$ cat config.mk
export PLATFORM = sky130hd
export DESIGN_NAME = multdiv_seq
export DESIGN_NICKNAME = d
export VERILOG_FILES = /design/src/rtl/multdiv_seq.sv
export SDC_FILE = /design/constraint.sdc
export NUM_CORES = 1
export LEC_CHECK = 0
export CAP_MARGIN = 30
export CORE_MARGIN = 2
export CORE_UTILIZATION = 55
export DETAILED_ROUTE_END_ITERATION = 10
export DONT_BUFFER_PORTS = 1
export PLACE_DENSITY_LB_ADDON = 0.15
export REMOVE_ABC_BUFFERS = 1
export SKIP_LAST_GASP = 1
export SYNTH_ARGS = -nofsm -noshare
export SYNTH_HDL_FRONTEND = slang
export SYNTH_SLANG_ARGS = --single-unit
$ cat constraint.sdc
create_clock -name clock -period 10.8 [get_ports clock]
set_input_delay 2.16 -clock clock [delete_from_list [all_inputs] [get_ports clock]]
set_output_delay 2.16 -clock clock [all_outputs]
set_load 0.005 [all_outputs]
$ cat src/rtl/multdiv_seq.sv
// Sequential signed 32-bit multiply (Booth radix-2) / divide (non-restoring) unit, fixed 33-cycle latency.
// Define MULTDIV_DIV_EN to build the divide datapath; otherwise DIV completes at once with an exception.
module multdiv_seq #(
    parameter int unsigned WIDTH = 32
) (
    input  logic             clock,
    input  logic             reset,
    input  logic [WIDTH-1:0] data_operandA,
    input  logic [WIDTH-1:0] data_operandB,
    input  logic             ctrl_MULT,
    input  logic             ctrl_DIV,
    output logic [WIDTH-1:0] data_result,
    output logic             data_exception,
    output logic             data_resultRDY
);
    localparam int unsigned CNT_W = 5;
    localparam int unsigned SUM_W = WIDTH + 1;
    localparam logic [CNT_W-1:0] LAST_ITER = CNT_W'(WIDTH - 1);
`ifdef MULTDIV_DIV_EN
    localparam logic [WIDTH-1:0] MIN_VAL = {1'b1, {(WIDTH-1){1'b0}}};
`endif

    typedef enum logic [1:0] {S_IDLE, S_RUN, S_DONE} state_t;

    state_t             state_q, state_d;
    logic [CNT_W-1:0]   cnt_q, cnt_d;
    logic               op_div_q, op_div_d;
    logic [WIDTH-1:0]   a_q, a_d;
    logic [WIDTH-1:0]   hi_q, hi_d;
    logic [WIDTH-1:0]   lo_q, lo_d;
    logic               qm1_q, qm1_d;
    logic [WIDTH-1:0]   result_q, result_d;
    logic               exc_q, exc_d;
    logic               rdy_q, rdy_d;
`ifdef MULTDIV_DIV_EN
    logic               rs_q, rs_d;
    logic               neg_q, neg_d;
    logic               div_inv_c;
    logic               div_sign_c;
`endif
    logic               start_c;
    logic               start_div_c;
    logic               booth_top_c;
    logic [WIDTH-1:0]   add_a, add_b, add_s;
    logic               add_c0, add_co;

    assign start_c     = ctrl_MULT | ctrl_DIV;
    assign start_div_c = ctrl_DIV & ~ctrl_MULT;

    // State register
    always_ff @(posedge clock) begin
        if (reset) state_q <= S_IDLE;
        else       state_q <= state_d;
    end

    // Next-state logic; a start in any state restarts the unit
    always_comb begin
        state_d = state_q;
        if (start_c) begin
`ifdef MULTDIV_DIV_EN
            state_d = S_RUN;
`else
            state_d = start_div_c ? S_DONE : S_RUN;
`endif
        end else begin
            case (state_q)
                S_RUN:   if (cnt_q == LAST_ITER) state_d = S_DONE;
                S_DONE:  state_d = S_IDLE;
                default: state_d = state_q;
            endcase
        end
    end

`ifdef MULTDIV_DIV_EN
    // Divisor sign steers add vs. subtract, so |B| never has to be materialised
    assign div_inv_c  = ~rs_q ^ a_q[WIDTH-1];
    assign div_sign_c = hi_q[WIDTH-1] ^ add_b[WIDTH-1] ^ add_co;
`endif
    assign booth_top_c = hi_q[WIDTH-1] ^ add_b[WIDTH-1] ^ add_co;

    // Adder operand select: one evaluation per cycle
    always_comb begin
        add_a  = '0;
        add_b  = '0;
        add_c0 = 1'b0;
        if (start_c) begin
`ifdef MULTDIV_DIV_EN
            if (start_div_c) begin
                add_a  = data_operandA ^ {WIDTH{data_operandA[WIDTH-1]}};
                add_c0 = data_operandA[WIDTH-1];
            end
`endif
        end else if (state_q == S_RUN) begin
`ifdef MULTDIV_DIV_EN
            if (op_div_q) begin
                add_a  = {hi_q[WIDTH-2:0], lo_q[WIDTH-1]};
                add_b  = a_q ^ {WIDTH{div_inv_c}};
                add_c0 = div_inv_c;
            end else
`endif
            begin
                add_a = hi_q;
                case ({lo_q[0], qm1_q})
                    2'b01:   add_b = a_q;
                    2'b10: begin
                        add_b  = ~a_q;
                        add_c0 = 1'b1;
                    end
                    default: add_b = '0;
                endcase
            end
        end
`ifdef MULTDIV_DIV_EN
        else if (state_q == S_DONE && op_div_q) begin
            add_a  = lo_q ^ {WIDTH{neg_q}};
            add_c0 = neg_q;
        end
`endif
    end

    // Stand-in for the downstream carry-lookahead adder
    assign {add_co, add_s} = {1'b0, add_a} + {1'b0, add_b} + SUM_W'(add_c0);

    // Datapath and output next values
    always_comb begin
        cnt_d    = cnt_q;
        op_div_d = op_div_q;
        a_d      = a_q;
        hi_d     = hi_q;
        lo_d     = lo_q;
        qm1_d    = qm1_q;
        result_d = result_q;
        exc_d    = exc_q;
        rdy_d    = 1'b0;
`ifdef MULTDIV_DIV_EN
        rs_d     = rs_q;
        neg_d    = neg_q;
`endif
        if (start_c) begin
            cnt_d    = '0;
            op_div_d = start_div_c;
            hi_d     = '0;
            qm1_d    = 1'b0;
            a_d      = data_operandA;
            lo_d     = data_operandB;
`ifdef MULTDIV_DIV_EN
            rs_d     = 1'b0;
            neg_d    = data_operandA[WIDTH-1] ^ data_operandB[WIDTH-1];
            if (start_div_c) begin
                a_d  = data_operandB;
                lo_d = add_s;
            end
`endif
        end else begin
            case (state_q)
                S_RUN: begin
                    cnt_d = cnt_q + CNT_W'(1);
`ifdef MULTDIV_DIV_EN
                    if (op_div_q) begin
                        hi_d = add_s;
                        rs_d = div_sign_c;
                        lo_d = {lo_q[WIDTH-2:0], ~div_sign_c};
                    end else
`endif
                    begin
                        hi_d  = {booth_top_c, add_s[WIDTH-1:1]};
                        lo_d  = {add_s[0], lo_q[WIDTH-1:1]};
                        qm1_d = lo_q[0];
                    end
                end
                S_DONE: begin
                    rdy_d = 1'b1;
                    if (op_div_q) begin
`ifdef MULTDIV_DIV_EN
                        result_d = (a_q == '0) ? '0 : add_s;
                        exc_d    = (a_q == '0) || (lo_q == MIN_VAL && !neg_q);
`else
                        result_d = '0;
                        exc_d    = 1'b1;
`endif
                    end else begin
                        result_d = lo_q;
                        exc_d    = (hi_q != {WIDTH{lo_q[WIDTH-1]}});
                    end
                end
                default: rdy_d = 1'b0;
            endcase
        end
    end

    always_ff @(posedge clock) begin
        if (reset) begin
            cnt_q    <= '0;
            op_div_q <= 1'b0;
            a_q      <= '0;
            hi_q     <= '0;
            lo_q     <= '0;
            qm1_q    <= 1'b0;
            result_q <= '0;
            exc_q    <= 1'b0;
            rdy_q    <= 1'b0;
`ifdef MULTDIV_DIV_EN
            rs_q     <= 1'b0;
            neg_q    <= 1'b0;
`endif
        end else begin
            cnt_q    <= cnt_d;
            op_div_q <= op_div_d;
            a_q      <= a_d;
            hi_q     <= hi_d;
            lo_q     <= lo_d;
            qm1_q    <= qm1_d;
            result_q <= result_d;
            exc_q    <= exc_d;
            rdy_q    <= rdy_d;
`ifdef MULTDIV_DIV_EN
            rs_q     <= rs_d;
            neg_q    <= neg_d;
`endif
        end
    end

    assign data_result    = result_q;
    assign data_exception = exc_q;
    assign data_resultRDY = rdy_q;
endmodule

Yosys cells after proc, flatten, opt, wreduce, memory -nomap -nowiden
Index checks and enable logic that the tools add are counted.
- register bits after elaboration: 139
- logic and storage cells: 49
- $add $sub $neg: 3
- eq/ne operators: 7
- multiplexer cells: 17
- bitwise operators: 7
- reduce and logical (&&, ||, !) cells: 5
- operator list (cell ; count):
    two-way mux 32 bit ; 7
    case mux 32 bit (2 select lines) ; 1
    adder 32 x 32 -> 33 bit ; 1
    adder 33 x 1 -> 33 bit ; 1
    inequality test 32 bit ; 1
    NOT 32 bit ; 1
    two-way mux 2 bit ; 3
    adder 5 x 1 -> 5 bit, second input constant ; 1
    == test 5 bit, second input constant ; 1
    two-way mux 1 bit ; 5
    == test 2 x 1 -> 1 bit, second input constant ; 2
    == test 2 bit, second input constant ; 2
    case mux 2 bit (2 select lines) ; 1
    AND reduction 2 bit ; 2
    inequality test 3 bit, second input constant ; 1
    nonzero test 3 bit ; 1
    NOT 1 bit ; 2
    nonzero test 2 bit ; 1
    OR reduction 2 bit ; 1
    XOR 1 bit ; 2
    AND 1 bit ; 1
    OR 1 bit ; 1

Longest topological paths before layout
Gate-level depths: netlist (run 1).
- depth in word-level cells: 8
- mapped depth: 17
- depth with buffers taken out: 15

Worst setup path after synthesis (run 1)
OpenSTA, ideal clock, no wires.
- path kind: input to register
- start point: input port ctrl_MULT
- end point: register hi_q[25]
- setup time: 0.122 ns
- data arrival time: 5.110 ns
- setup slack: 5.568 ns
- stages: 16
- cells stage by stage: nor2_1 clkbuf_1 nand2_1 clkbuf_1 nor2_1 fa_1 inv_1 fa_1 nand2b_1 a21oi_1 o211ai_1 nand2_1 a21boi_2 o31ai_1 nor2_1 a311o_1
- longest elaborated chain between the ends: 4
- RTL lines (what ; RTL line ; RTL):
    from (decl) ; 10 ; input logic ctrl_MULT,
    OR 1 bit (*) ; 47 ; assign start_c = ctrl_MULT | ctrl_DIV;
    two-way mux 32 bit ; 86 ; if (start_c) begin
    adder 32 x 32 -> 33 bit ; 122 ; assign {add_co, add_s} = {1'b0, add_a} + {1'b0, add_b} + SUM_W'(add_c0);
    adder 33 x 1 -> 33 bit ; 122 ;
    to (signal assigned) ; 210 ; hi_q <= hi_d;
    to (decl) ; 29 ; logic [WIDTH-1:0] hi_q, hi_d;
Mark *: on every way between the ends. The rest lies on a longest branch, timed or not.
A chain may end at the register's enable or synchronous reset.

Worst setup path after layout (run 1)
Ends and elaborated chain as after synthesis.

==> reports/qor.yml, run 1 <==
status: "completed"
detail-route-antenna-nets: 0
wl_met3_um: 1147
netlist_area_um2: 7946
grt_max_degree: 104
avgViaCountPerCell: 6.050
clock_latency_ns: 0.43
vias: 7417
synth_top_flop_cell: "dfxtp_1"
drtIter0Drc: 717
crit_fanout: 59
worstMarginPinSlew_ns: 1.016
yosysUniqueCellTypes: 65
synth-seq-cells: 139
drc: 0
async_flop_share: 0
period_minus_slack_ns: 5.311
cp-end-kind: "flip-flop"
dr.max_layer_used: "met4"
dr_wl_met2_um: 9046
rows: 43
cp_data_arrival_time_ns: 5.68
cts_max_path_buffers: 2
leakage_nw: 3.345
die_y_um: 124.2
port-buffer-count: 0
wl_met1_um: 9173
place_hpwl_um: 12430
max_stage_delay_ns: 0.47
path_cells: "nor2_4 > buf_4 > nand2_1 > buf_4 > nor2_1 > fa_1 > inv_1 > fa_1 > nand2b_1 > a21oi_1 > o211ai_1 > nand2_1 > a21boi_2 > o31ai_1 > nor4b_1 > a311o_1"
wl_per_cell_um: 16.00
critPathLaunchType: "primary input"
grt_pass1_wl_um: 32570
synth_edf_count: 0
max_freq_mhz: 188.3
maxCapViolCount: 0
dieArea_um2: 15430
pre_cts_ws_ns: 5.088
syn_avg_cell_area_um2: 7.304
h-tree-depth: 4
yosys_warnings: 0
cts_setup_buffers: 0
rsz0062_at_grt: "false"
n_antenna_cell: 0
synthCells: 1088
cts_tree: "built"
clk_pin_slew_ns: 0.06
hold_viol_final: 0
setup_viol: 0
path_buf_inv: 3
clock_skew_ns: 0.008225
slew_headroom: 0.3225
period_share: 0.4918
start_util: 0.5681
synth.yosys.seq_area_share: 0.3502
core_um2: 13990
first_global_vias: 6644
multiInputGateArea_um2: 4746
layout_setup_ws_ns: 5.489
root_buffer: "clkbuf_16"
slowest_stage: "buf_4"
cts.sinks: 139
overflow: 0
top_level_ports: 102
drive_gt1_frac: 0.06023
nets: 1136
grt_util_all_layers: 0.2497
cpLargestDelayFamily: "compound AO/OA/AOI/OAI gates"
critPathKind: "primary input to flip-flop"
ir_drop_mv: 0.1388
cts_resized: 0
cp_data_required_time_ns: 11.17
dieWidth_um: 124.2
gp_congestion: 0.9279
numCtsBuffers: 17
drt-total-wl_um: 19620
syn_to_final_growth_pct: 7.054
dr.pass1.iters: 8
cts-hold-fix-buffers: 0
fillers: 1318
power_density_nw_per_um2: 145.7
seq_area_um2: 2783
final_max_slew_viol_count: 0
setup_tns_ns: 0
hold_class: "flip-flop to flip-flop"
antenna_found_initial: 0
==> area by class of cell <==
class	instances	area share
sequential	139	0.3271
timing repair buffer	11	0.009707
clock inverter	14	0.02177
tap	180	0.02647
clock buffer	18	0.05045
multi-input combinational	849	0.5579
inverter	15	0.006619
==> placed cells by master, fill, tap and decap left out, types with 6 or more instances in the layout <==
cell type  netlist  routed
and3_1          36      36
a21o_1          14      14
inv_1           15      15
nor3_1          16      16
nand3_1         34      34
a311oi_1        32      32
o21bai_1         6       6
ha_1            33      33
a21oi_1        146     146
xor2_1           7       7
buf_4            1      11
o21ai_0         22      22
a31oi_1         11      11
xnor2_1         12      12
clkbuf_16        0      17
dfxtp_1        139     139
nand4_1         18      18
nor3b_1         32      32
nor4_1          13      13
nand2b_1         7       6
nor2_1         149     148
nand2_1        193     193
==> path summary, 6_finish.rpt <==
path,end,slack [ns],startpoint,depth (start not counted)
worst max-delay path,hi_q[25],5.49,ctrl_MULT,16
worst max register to register,hi_q[25],6.66,state_q[0],14
worst min register to register,a_q[31],0.46,a_q[31],2
worst min-delay path,a_q[31],0.46,a_q[31],2
==> metal layers <==
layer  GRT usage  vias to the layer above
met5           0                        -
li1            -                     3716
met2      0.3918                      224
met4     0.07006                        0
met1      0.3501                     3453
met3     0.04905                       24
==> kinds of logic (layout without fill, tap and decap cells) <==
family	count (synthesis)	count (layout)	synth area share
buffers and inverters	100	58	0.05511
AO/OA/AOI/OAI	266	266	0.2056
flip-flops	139	139	0.3502
AND/OR/NAND/NOR	527	527	0.3085
adder cells (fa/ha/maj)	35	35	0.05700
XOR/XNOR	19	19	0.02094
multiplexers	2	2	0.002677
==> cell usage after synthesis, drive strengths merged, types with 18 or more instances <==
master  instances  area [um^2]
a21o           18        140.1
a21oi         146        730.7
nand2         194        730.7
nor3b          32        240.2
ha             33        412.9
nand3          34        170.2
dfxtp         139         2783
and3           36        225.2
a311oi         32        280.3
nand4          19        125.1
clkbuf         76        335.3
nor2          150        565.6
o21ai          25        125.1
==> registers in the layout, summed over array words and instances, names as in the netlist <==
signal / count
a_q: 32
cnt_q: 5
data_exception: 1
data_result: 32
data_resultRDY: 1
hi_q: 32
lo_q: 32
op_div_q: 1
qm1_q: 1
state_q: 2
==> where the power goes <==
part | internal [W] | leakage, nW | switching (W) | total [W]
clock network | 0.000369 | 0.296 | 0.000243 | 0.000612
registers | 0.000531 | 1.14 | 0.0000141 | 0.000545
logic | 0.0000270 | 1.91 | 0.0000549 | 0.0000819
==> worst reg2reg max path, stage by stage, from the launching register on <==
cell and delay (ns):
dfxtp_1 0.40, nor2b_4 0.17, buf_4 0.77, and3_1 0.35, fa_1 0.20, inv_1 0.05
fa_1 0.37, nand2b_1 0.20, a21oi_1 0.20, o211ai_1 0.18, nand2_1 0.18, a21boi_2 0.11
o31ai_1 0.45, nor4b_1 0.29, a311o_1 0.16
==> stage by stage <==
| step | util | hold WS [ns] | total power [W] | instances | cell area [um^2] |
|---|---|---|---|---|---|
| final | 0.6081 | 0.4584 | 0.001239 | 1226 | 8507 |
| after global routing | 0.6081 | 0.4793 | 0.001285 | 1226 | 8507 |
| after CTS | 0.6081 | 0.4628 | 0.001249 | 1226 | 8507 |
| after detailed placement | 0.5642 | 0.4547 | 0.0006374 | 1194 | 7893 |
| after global placement | 0.5642 | 0.4486 | 0.0006359 | 1194 | 7893 |
| after floorplan | - | 0.4359 | 0.0006140 | 1003 | 7565 |
Note: power is estimated with default switching activity, not from simulation.
==> inputs of run 2 (changes only) <==
==> constraint.sdc (replaced) <==
create_clock -name clock -period 5.45 [get_ports clock]
set_input_delay 1.09 -clock clock [delete_from_list [all_inputs] [get_ports clock]]
set_output_delay 1.09 -clock clock [all_outputs]
set_load 0.005 [all_outputs]
==> reports/qor.yml, run 2 (same netlist as run 1, synthesis figures left out) <==
dieArea_um2: 15430  # unchanged
power_density_nw_per_um2: 277.4  # +90%
cts_setup_buffers: 0  # unchanged
antenna_found_initial: 0  # unchanged
cp_common_cell: "fa_1"
grtUsageMet2: 0.3912  # -0.0006429
drc: 0  # unchanged
seqPwrFrac: 0.460  # +0.020
cts_resized: 0  # unchanged
critPathKind: "primary input to flip-flop"
critPathLaunchType: "primary input"
ir_drop_mv: 0.2465  # +78%
final_max_slew_viol_count: 0  # unchanged
setup_tns_ns: 0  # unchanged
post-route-util: 0.6051  # -0.003042
cp-end-kind: "flip-flop"
use_met1: 0.3607  # +0.01055
layout.cells.most_common: "nand2_1"
grt_util_all_layers: 0.2540  # +0.004285
intPower_w: 0.001738  # +87%
overflow: 0  # unchanged
final_cells: 1227  # +0.082%
n_antenna_cell: 0  # unchanged
setup_viol: 0  # unchanged
reg2reg_from: "lo_q[0]"
crit_fanout: 59  # unchanged
path_buf_inv: 2  # -1
cts.sinks: 139  # unchanged
period_minus_slack_ns: 4.013
clk_pin_slew_ns: 0.07  # about the same
drtIter0Drc: 516  # -28%
first_global_vias: 6783  # +2.1%
clkPwrFrac: 0.469  # -0.025
cts_tree: "built"
fillers: 1329  # +0.83%
cp_data_arrival_time_ns: 4.38  # -1.30 ns
drive_gt1_frac: 0.06017  # about the same
cp_data_required_time_ns: 5.82  # -5.35 ns
grt_max_degree: 104  # unchanged
cts-hold-fix-buffers: 0  # unchanged
vias: 7324  # -1.3%
clock_skew_ns: 0.008973  # +0.0007485 ns
p_sw_w: 0.0006108  # +96%
whs_ns: 0.4608  # +0.002385 ns
worstSetupStartpoint: "ctrl_MULT"
grt_util_met3: 0.04991  # +0.0008606
rsz0062_at_grt: "false"
worstHoldStart: "cnt_q[4]"
path_cells: "nor2_4 > buf_4 > and3_1 > fa_1 > inv_1 > fa_1 > nand2b_1 > a21oi_1 > o211ai_1 > nand2_1 > a21boi_2 > o31ai_1 > nor4b_1 > a311o_1"
max_freq_mhz: 249.2
p_comb_frac: 0.071  # +0.005
h-tree-depth: 4  # unchanged
top_usage_layer: "met2"
drt-total-wl_um: 19860  # +1.2%
avgViaCountPerCell: 5.969  # -1.3%
seq_area_um2: 2783  # unchanged
numCtsBuffers: 17  # unchanged
p_sw_frac: 0.2601  # +0.008483
cts_max_path_buffers: 2  # unchanged
gp_congestion: 0.9392  # +1.2%
worstMarginPinSlew_ns: 1.055  # +0.03870 ns
slew_headroom: 0.2967  # -0.02580
wl_per_cell_um: 16.18  # +1.1%
dieWidth_um: 124.2  # unchanged
period_share: 0.7364
rows: 43  # unchanged
syn_to_final_growth_pct: 6.519
clock_latency_ns: 0.42  # about the same
maxCapViolCount: 0  # unchanged
nets: 1137  # +0.088%
top_level_ports: 102  # unchanged
grt_pass1_wl_um: 33040  # +1.5%
root_buffer: "clkbuf_16"
hold_class: "flip-flop to flip-flop"
slowest_stage: "buf_4"
multiInputGateArea_um2: 4746  # unchanged
dp_cells: 1195  # +0.084%
detail-route-antenna-nets: 0  # unchanged
leakage_nw: 3.317  # -0.83%
start_util: 0.5681  # unchanged
place_hpwl_um: 12600  # +1.4%
core_um2: 13990  # unchanged
status: "completed"
dr.pass1.iters: 5  # -3
die_y_um: 124.2  # unchanged
hold_viol_final: 0  # unchanged
cpLargestDelayFamily: "compound AO/OA/AOI/OAI gates"
port-buffer-count: 0  # unchanged
max_stage_delay_ns: 0.50  # +0.03 ns
final_cell_mix: "nand2_1 (193), nor2_1 (148), a21oi_1 (146), dfxtp_1 (139), and3_1 (36)"
-- run 2: final cells by class --
class | instances | area share
sequential | 139 | 0.3288
multi-input combinational | 849 | 0.5607
timing repair buffer | 12 | 0.01212
inverter | 15 | 0.006652
clock inverter | 13 | 0.01404
tap | 180 | 0.02661
clock buffer | 19 | 0.05115
-- run 2: worst min-delay path, stage by stage, from the launching register on --
cell,delay (ns)
dfxtp_1,0.31
nand2_1,0.05
a21oi_1,0.05
-- run 2: final timing paths --
kind	end	slack [ns]	depth (start not counted)
max	hi_q[25]	1.44	14
max reg2reg	hi_q[25]	1.49	15
min	cnt_q[4]	0.46	2
min reg2reg	cnt_q[4]	0.46	2
-- run 2: metrics by stage --
step,setup slack (ns),instance area (um^2),power (W)
after global placement,1.131,7913,0.001264
after floorplan,-3.779,7565,0.001217
after detailed placement,1.038,7913,0.001268
after CTS,1.472,8464,0.002363
final,1.437,8464,0.002348
after global routing,1.073,8464,0.002434
-- run 2: layer usage --
layer  wire (um)  vias up
met1        9676     3399
li1            -     3717
met4         272        0
met2        8922      188
met3         986       20
met5           0        -
-- run 2: power by group through the flow --
stage | sequential (W) | clock [W] | combinational (W)
floorplan | 0.00110 | 0 | 0.000120
global placement | 0.00110 | 0 | 0.000162
detailed placement | 0.00110 | 0 | 0.000166
CTS | 0.00108 | 0.00112 | 0.000167
global route | 0.00109 | 0.00116 | 0.000188
finish | 0.00108 | 0.00110 | 0.000167
==> inputs of run 3 (changes only) <==
==> constraint.sdc (replaced) <==
create_clock -name clock -period 3.45 [get_ports clock]
set_input_delay 0.69 -clock clock [delete_from_list [all_inputs] [get_ports clock]]
set_output_delay 0.69 -clock clock [all_outputs]
set_load 0.005 [all_outputs]
==> reports/qor.yml, run 3 (same netlist as run 1, synthesis figures left out) <==
start_util: 0.5681  # unchanged
grt_util_all_layers: 0.2646  # +0.01056
clock_latency_ns: 0.43  # about the same
layout.cells.most_common: "nand2_1"
wl_per_cell_um: 16.22  # +0.23%
post-route-util: 0.6375  # +0.03238
cpLargestDelayFamily: "simple AND/OR/NAND/NOR gates"
slew_headroom: 0.4237  # +0.1270
rows: 43  # unchanged
cts-hold-fix-buffers: 0  # unchanged
hold_class: "primary input to flip-flop"
period_share: 0.9311
period_minus_slack_ns: 3.212
final_max_slew_viol_count: 0  # unchanged
power_density_nw_per_um2: 443.5  # +60%
port-buffer-count: 0  # unchanged
grt_max_degree: 104  # unchanged
dr.pass1.iters: 5  # unchanged
ir_drop_mv: 0.3747  # +52%
crit_fanout: 5  # -92%
core_um2: 13990  # unchanged
clock_skew_ns: 0.005836  # -0.003137 ns
antenna_found_initial: 0  # unchanged
clk_pin_slew_ns: 0.06  # about the same
path_buf_inv: 1  # -1
n_antenna_cell: 0  # unchanged
numCtsBuffers: 17  # unchanged
cts_max_path_buffers: 2  # unchanged
maxCapViolCount: 0  # unchanged
cp_data_required_time_ns: 3.82  # -2.00 ns
root_buffer: "clkbuf_16"
hold_viol_final: 0  # unchanged
cp_data_arrival_time_ns: 3.59  # -0.79 ns
reg2reg_slack_ns: 0.24  # -1.25 ns
cp-end-kind: "flip-flop"
max_stage_delay_ns: 0.40  # -0.10 ns
drive_gt1_frac: 0.09936  # +0.03918
dieArea_um2: 15430  # unchanged
first_global_vias: 7031  # +3.7%
rsz0062_at_grt: "true"
syn_to_final_growth_pct: 12.22
drc: 0  # unchanged
cts.sinks: 139  # unchanged
setup_viol: 0  # unchanged
drtIter0Drc: 610  # +18%
critPathLaunchType: "flip-flop"
layout_setup_ws_ns: 0.2377  # -1.199 ns
placed_cell_area_um2: 8250  # +4.3%
die_y_um: 124.2  # unchanged
critPathKind: "flip-flop to flip-flop"
leakage_nw: 3.580  # +7.9%
fin_area_um2: 8917  # +5.4%
drt-total-wl_um: 20550  # +3.5%
dieWidth_um: 124.2  # unchanged
whs_ns: 0.3263  # -0.1345 ns
avgViaCountPerCell: 5.894  # -1.3%
status: "completed"
max_freq_mhz: 311.3
gp_congestion: 0.9322  # -0.75%
overflow: 0  # unchanged
vias: 7468  # +2.0%
grt_pass1_wl_um: 34240  # +3.6%
final_cell_mix: "nand2_1 (193), nor2_1 (148), a21oi_1 (146), dfxtp_1 (139), buf_4 (48)"
worstMarginPinSlew_ns: 0.8645  # -0.1905 ns
slowest_stage: "dfxtp_1"
detail-route-antenna-nets: 0  # unchanged
nets: 1177  # +3.5%
h-tree-depth: 4  # unchanged
top_level_ports: 102  # unchanged
cts_tree: "built"
place_hpwl_um: 13350  # +6.0%
path_cells: "nor2b_4 > nand2_1 > nor2_1 > fa_1 > inv_1 > fa_1 > nand2b_1 > a21oi_1 > o211ai_1 > nand2_1 > a21boi_2 > o31ai_2 > nor4b_1 > a311o_1"
pre_cts_ws_ns: -0.03342  # -1.071 ns
-- run 3: cell count changes in the layout (fill, tap and decap cells not counted), sizes merged --
cell / delta
bufinv: +3
inv: -1
buf: +40
clkinvlp: -2
-- run 3: stage by stage --
step / setup TNS [ns] / std cells / total power, W
2_1_floorplan: -389.71 / 1003 / 0.001922
3_3_place_gp: 0 / 1235 / 0.002009
3_5_place_dp: -0.05250 / 1235 / 0.002013
4_1_cts: 0 / 1267 / 0.003979
5_1_grt: -0.04412 / 1267 / 0.004092
6_report: 0 / 1267 / 0.003955
-- run 3: what timing repair did --
item / 4_1_cts / 5_1_grt
endpoints found under the setup margin: 0 / 6
gates resized for setup: 0 / 6
buffers inserted: 0 / 0
-- run 3: layout make-up --
type,count,area [um^2]
fill,1297,5071
multi-input combinational,849,4781
clock buffer,19,442.9
tap,180,225.2
sequential,139,2783
timing repair buffer,52,440.4
inverter,15,56.30
clock inverter,13,188.9
-- run 3: where the power goes --
group | switching [W] | internal (W) | leakage, nW
combinational | 0.000176 | 0.0000969 | 2.14
clock | 0.000738 | 0.00123 | 0.304
sequential | 0.0000474 | 0.00166 | 1.14
total | 0.000962 | 0.00299 | 3.58
-- run 3: per-layer routing --
layer | wire (um) | global-route usage | vias up | share of wire
li1 | - | - | 3791 | -
met1 | 9880 | 0.3654 | 3462 | 0.48
met2 | 9399 | 0.4140 | 192 | 0.46
met3 | 1011 | 0.06153 | 23 | 0.049
met4 | 260 | 0.07535 | 0 | 0.013
met5 | 0 | 0 | - | 0
-- run 3: worst paths after layout --
| check | startpoint | to | cells past startpoint |
|---|---|---|---|
| hold reg to reg | a_q[28] | a_q[28] | 2 |
| hold / removal | ctrl_MULT | state_q[1] | 1 |
| setup reg to reg | state_q[0] | hi_q[25] | 14 |
| setup / recovery | state_q[0] | hi_q[25] | 14 |
